<file path="src/rtl/traffic_sensor_frontend.sv">
// Traffic sensor front end: synchronizes raw road detectors, keeps per-road
// saturating queue counts and qualifies the emergency-vehicle request.
`timescale 1ns/1ps
module traffic_sensor_frontend #(
    parameter int CNT_W    = 16,
    parameter int DEB_CYC  = 4,
    parameter int EMG_HOLD = 8
) (
    input  logic             clk,
    input  logic             rst,
    input  logic [2:0]       arr,
    input  logic [2:0]       dep,
    input  logic             emerg_req,
    input  logic             clr,
    output logic [CNT_W-1:0] traffic1,
    output logic [CNT_W-1:0] traffic2,
    output logic [CNT_W-1:0] traffic3,
    output logic             emerg,
    output logic [2:0]       ovf
);

    localparam logic [CNT_W-1:0] CNT_MAX  = {CNT_W{1'b1}};
    localparam logic [8:0]       DEB_LIM  = 9'(DEB_CYC);
    localparam logic [8:0]       HOLD_LIM = 9'(EMG_HOLD);

    typedef enum logic [1:0] {IDLE, QUAL, ACTIVE, HOLD} state_t;

    logic [2:0] arr_s1_reg, arr_s2_reg, arr_d_reg;
    logic [2:0] dep_s1_reg, dep_s2_reg, dep_d_reg;
    logic       req_s1_reg, req_s2_reg;
    logic [2:0] arr_ev, dep_ev;

    state_t     state_reg;
    logic [7:0] ctr_reg;
    logic [8:0] ctr_inc;
    logic       emerg_reg;

    logic [CNT_W-1:0] cnt_all [3];

    // Two synchronizer flops per raw input, plus a third stage for edge detection.
    always_ff @(posedge clk or negedge rst) begin
        if (!rst) begin
            arr_s1_reg <= '0;
            arr_s2_reg <= '0;
            arr_d_reg  <= '0;
            dep_s1_reg <= '0;
            dep_s2_reg <= '0;
            dep_d_reg  <= '0;
            req_s1_reg <= 1'b0;
            req_s2_reg <= 1'b0;
        end else begin
            arr_s1_reg <= arr;
            arr_s2_reg <= arr_s1_reg;
            arr_d_reg  <= arr_s2_reg;
            dep_s1_reg <= dep;
            dep_s2_reg <= dep_s1_reg;
            dep_d_reg  <= dep_s2_reg;
            req_s1_reg <= emerg_req;
            req_s2_reg <= req_s1_reg;
        end
    end

    assign arr_ev = arr_s2_reg & ~arr_d_reg;
    assign dep_ev = dep_s2_reg & ~dep_d_reg;

    genvar gi;
    generate
        for (gi = 0; gi < 3; gi++) begin : g_road
            logic [CNT_W-1:0] cnt_reg;
            logic             ovf_reg;

            // Simultaneous arrival and departure cancel; saturate at both ends.
            always_ff @(posedge clk or negedge rst) begin
                if (!rst) begin
                    cnt_reg <= '0;
                    ovf_reg <= 1'b0;
                end else if (clr) begin
                    cnt_reg <= '0;
                    ovf_reg <= 1'b0;
                end else if (arr_ev[gi] && !dep_ev[gi]) begin
                    if (cnt_reg == CNT_MAX)
                        ovf_reg <= 1'b1;
                    else
                        cnt_reg <= cnt_reg + CNT_W'(1);
                end else if (dep_ev[gi] && !arr_ev[gi] && cnt_reg != '0) begin
                    cnt_reg <= cnt_reg - CNT_W'(1);
                end
            end

            assign cnt_all[gi] = cnt_reg;
            assign ovf[gi]     = ovf_reg;
        end
    endgenerate

    assign traffic1 = cnt_all[0];
    assign traffic2 = cnt_all[1];
    assign traffic3 = cnt_all[2];

    assign ctr_inc = {1'b0, ctr_reg} + 9'd1;

    // emerg follows the state one cycle late; the shared counter debounces in
    // QUAL and times the release in HOLD.
    always_ff @(posedge clk or negedge rst) begin
        if (!rst) begin
            state_reg <= IDLE;
            ctr_reg   <= 8'd0;
            emerg_reg <= 1'b0;
        end else begin
            emerg_reg <= (state_reg == ACTIVE) || (state_reg == HOLD);
            case (state_reg)
                IDLE: begin
                    if (req_s2_reg) begin
                        state_reg <= QUAL;
                        ctr_reg   <= 8'd1;
                    end
                end
                QUAL: begin
                    if (!req_s2_reg) begin
                        state_reg <= IDLE;
                    end else begin
                        ctr_reg <= ctr_inc[7:0];
                        if (ctr_inc >= DEB_LIM)
                            state_reg <= ACTIVE;
                    end
                end
                ACTIVE: begin
                    if (!req_s2_reg) begin
                        state_reg <= HOLD;
                        ctr_reg   <= 8'd1;
                    end
                end
                HOLD: begin
                    if (req_s2_reg) begin
                        state_reg <= ACTIVE;
                    end else begin
                        ctr_reg <= ctr_inc[7:0];
                        if (ctr_inc >= HOLD_LIM)
                            state_reg <= IDLE;
                    end
                end
                default: state_reg <= IDLE;
            endcase
        end
    end

    assign emerg = emerg_reg;

endmodule

</file>
<file path="config.mk">
export PLATFORM = sky130hd
export DESIGN_NAME = traffic_sensor_frontend
export DESIGN_NICKNAME = d
export VERILOG_FILES = /design/src/rtl/traffic_sensor_frontend.sv
export SDC_FILE = /design/constraint.sdc
export NUM_CORES = 1
export LEC_CHECK = 0
export CAP_MARGIN = 30
export CORE_ASPECT_RATIO = 1.25
export CORE_MARGIN = 3
export CORE_UTILIZATION = 25
export DETAILED_ROUTE_END_ITERATION = 12
export PLACE_DENSITY = 0.44
export SLEW_MARGIN = 20
export SYNTH_ARGS = -nofsm -noshare
export SYNTH_HDL_FRONTEND = slang
export SYNTH_SLANG_ARGS = --single-unit
</file>
<file path="constraint.sdc">
create_clock -name clk -period 7.7 [get_ports clk]
set_input_delay 0.77 -clock clk [delete_from_list [all_inputs] [get_ports clk]]
set_output_delay 0.77 -clock clk [all_outputs]
set_load 0.02 [all_outputs]
</file>
==> flow_metrics.py <==
metrics = {
    "pwr": {
        "p_leak_uw": 0.00288,
        "peakVddDrop_uv": 122,
        "power_density_mw_per_mm2": 409,
        "p_total_uw": 2790,
    },
    "global_routing": {
        "grt-ovfl-total": 0,
        "grt_pass1_vias": 5063,
        "grt_pass1_wl_um": 26100,
        "antenna_found_initial": 0,
        "grt_max_degree": 46,
        "grt_use_total": 0.129,
    },
    "sta": {
        "setup_viol": 0,
        "finalCritPeriodShare": 0.441,
        "slew_headroom": 0.453,
        "maxSlewViolCount": 0,
        "max_freq_mhz": 294,
        "final.setup.tns_ps": 0,
        "hold_viol": 0,
        "rsz0062_at_grt": "no",
        "tightest_slew_ps": 819,
        "clock_skew_ps": 7.40,
        "fin_crit_ps": 3400,
    },
    "yosys": {
        "async_flop_share": 1.00,
        "synth_ff_type": "dfrtp_1",
        "syn_area_per_cell_sq_um": 8.98,
        "synth.distinct_cells": 59,
        "syn_nets": 687,
        "yosysWarnings": 0,
        "netlist_area_sq_mm": 0.00564,
        "yosysSeqAreaShare": 0.364,
        "synth-edff-count": 0,
        "synthCells": 628,
        "synth-seq-cells": 82,
    },
    "placement": {
        "dp_hpwl_um": 11400,
        "io_buffers": 61,
        "gp_congestion": 0.875,
    },
    "critical_path": {
        "crit_buf_inv": 0,
        "slowest_delay_ps": 630,
        "cpLargestDelayFamily": "simple AND/OR/NAND/NOR gates",
        "path_max_fanout": 20,
        "cp-end-kind": "flop",
        "path_class": "reg -> reg",
        "crit_arrival_ps": 3620,
        "crit_slowest_cell": "ha_1",
        "crit_required_ps": 7930,
        "start_kind": "flop",
        "path_cells": "nor2b_1, nand2_1, ha_1, and3_1, and4_1, a211oi_1, mux2i_1, nor3b_1, a221o_1",
    },
    "clock_tree": {
        "path_clk_slew_ps": 70,
        "cts_hold_repair.buffers": 0,
        "cts_tree": "yes",
        "cts_buffer_depth": 2,
        "cts_resized": 0,
        "cts_buffers": 9,
        "clock-sinks": 82,
        "clock_latency_ps": 350,
        "cts_root_buf": "clkbuf_16",
        "cts_setup_buffers": 0,
        "htreeDepth": 3,
    },
    "flow_run": {
        "maxCapViolCount": 0,
    },
    "route": {
        "routed_via_density": 5.15,
        "drt_wl_total_um": 15600,
        "ant_nets": 0,
        "first_pass_iters": 4,
        "vias": 4931,
        "drtIter0Drc": 299,
        "drc_errors": 0,
        "wl_per_cell_um": 16.3,
    },
    "final_layout": {
        "area_growth_pct": 20.9,
        "fillerInstances": 2273,
        "final_net_count": 733,
        "antenna_cells": 0,
        "drive_gt1_frac": 0.0486,
    },
    "min_path": {
        "min_path_type": "reg -> reg",
    },
    "floorplan": {
        "start_util": 0.258,
        "rows": 60,
        "core_area_sq_mm": 0.0218,
        "dieArea_sq_mm": 0.0244,
        "io_pins": 62,
        "die_width_um": 140,
        "die_h_um": 174,
    },
    "run_status": {
        "status": "finished clean",
    },
}
## routing by layer
layer	wire length, um	vias up	GRT usage
met1	7210	2365	0.168
met3	380	21	0.0143
li1	-	2454	-
met5	0	-	0
met4	310	0	0.0481
met2	7710	91	0.220
## cell usage after synthesis, drive strengths merged (3+ instances only)
cell / n / share of area
a21oi: 46 / 0.041
and4: 4 / 0.0062
a22o: 14 / 0.022
nand2b: 7 / 0.0078
o21ai: 35 / 0.032
nor2: 37 / 0.025
fa: 3 / 0.011
nand2: 66 / 0.044
clkbuf: 21 / 0.014
nand4: 17 / 0.019
a22oi: 3 / 0.0040
inv: 24 / 0.016
nor2b: 4 / 0.0044
mux2i: 5 / 0.0089
o41ai: 7 / 0.011
and3: 9 / 0.010
or3: 5 / 0.0055
xnor2: 23 / 0.036
a31oi: 6 / 0.0067
o21a: 3 / 0.0040
nor4: 12 / 0.013
xor2: 10 / 0.016
a211oi: 14 / 0.019
a21o: 15 / 0.020
nand3: 19 / 0.017
a31o: 3 / 0.0047
nor3: 13 / 0.012
buf: 11 / 0.013
o2111ai: 3 / 0.0047
a32o: 5 / 0.0089
o31ai: 17 / 0.023
a221o: 3 / 0.0053
o21bai: 5 / 0.0067
dfrtp: 82 / 0.36
ha: 46 / 0.10
a2111oi: 4 / 0.0062
## through the flow
step           utilization  cell area (sq um)  setup slack [ps]  std cells  hold slack, ps
4_1_cts              0.312               6820              4270        958             351
6_report             0.312               6820              4300        958             350
5_1_grt              0.312               6820              4030        958             352
3_3_place_gp         0.297               6480              4230        940             334
2_1_floorplan            -               5640              4830        628             331
3_5_place_dp         0.298               6510              4290        942             335
## path summary, 6_finish.rpt
check	end	startpoint	cells after the start	slack (ps)
max in group asynchronous	traffic3[2]	rst	2	6300
setup / recovery	traffic3[15]	arr_s2_reg[2]	9	4300
setup reg to reg	traffic3[15]	arr_s2_reg[2]	9	4300
hold reg to reg	dep_s2_reg[2]	dep_s1_reg[2]	0	350
hold / removal	dep_s2_reg[2]	dep_s1_reg[2]	0	350
min in group asynchronous	ctr_reg[1]	rst	1	390
## cell families (layout without fill, tap and decap cells)
kind of cell    Yosys count  count (layout)  share of synthesized area
compound gates          197             197                      0.239
buf+inv                  56             107                     0.0426
simple gates            205             205                      0.179
flops                    82              82                      0.364
mux                       6               6                     0.0109
fa+ha+maj                49              49                      0.113
xor+xnor                 33              33                     0.0513
## cell usage in the layout (no fill, tap or decap), types with 7 or more instances in the layout
cell type / n
clkdlybuf4s50_1: 60
o21ai_0: 34
ha_1: 46
o41ai_1: 7
xor2_1: 10
nor4_1: 12
a21oi_1: 46
dfrtp_1: 82
inv_1: 24
nand2b_1: 7
clkbuf_16: 9
nand2_1: 66
o31ai_1: 16
xnor2_1: 23
a211oi_1: 14
nor2_1: 36
nand3_1: 19
nor3_1: 13
and3_1: 9
a21o_1: 15
a22o_1: 14
nand4_1: 17
## area by class of cell
class	instances	area, sq um	share of cell area
flip-flops and latches	82	2050	0.301
inverters	24	90.1	0.0132
clock inverters	7	82.6	0.0121
multi-input cells	490	3350	0.491
clock buffers	9	225	0.0330
repair buffers	67	668	0.0980
well taps	279	349	0.0512
## power breakdown
group          switching, uW  internal, uW
Combinational            888           715
Sequential               185           541
Clock                    198           257
## worst register-to-register path, stage by stage (launching register included)
cell and delay (ps):
dfrtp_1 340, nor2b_1 170, nand2_1 520, ha_1 630
and3_1 250, and4_1 210, a211oi_1 510, mux2i_1 320
nor3b_1 80, a221o_1 270
Power figures use the tool's default switching activity.
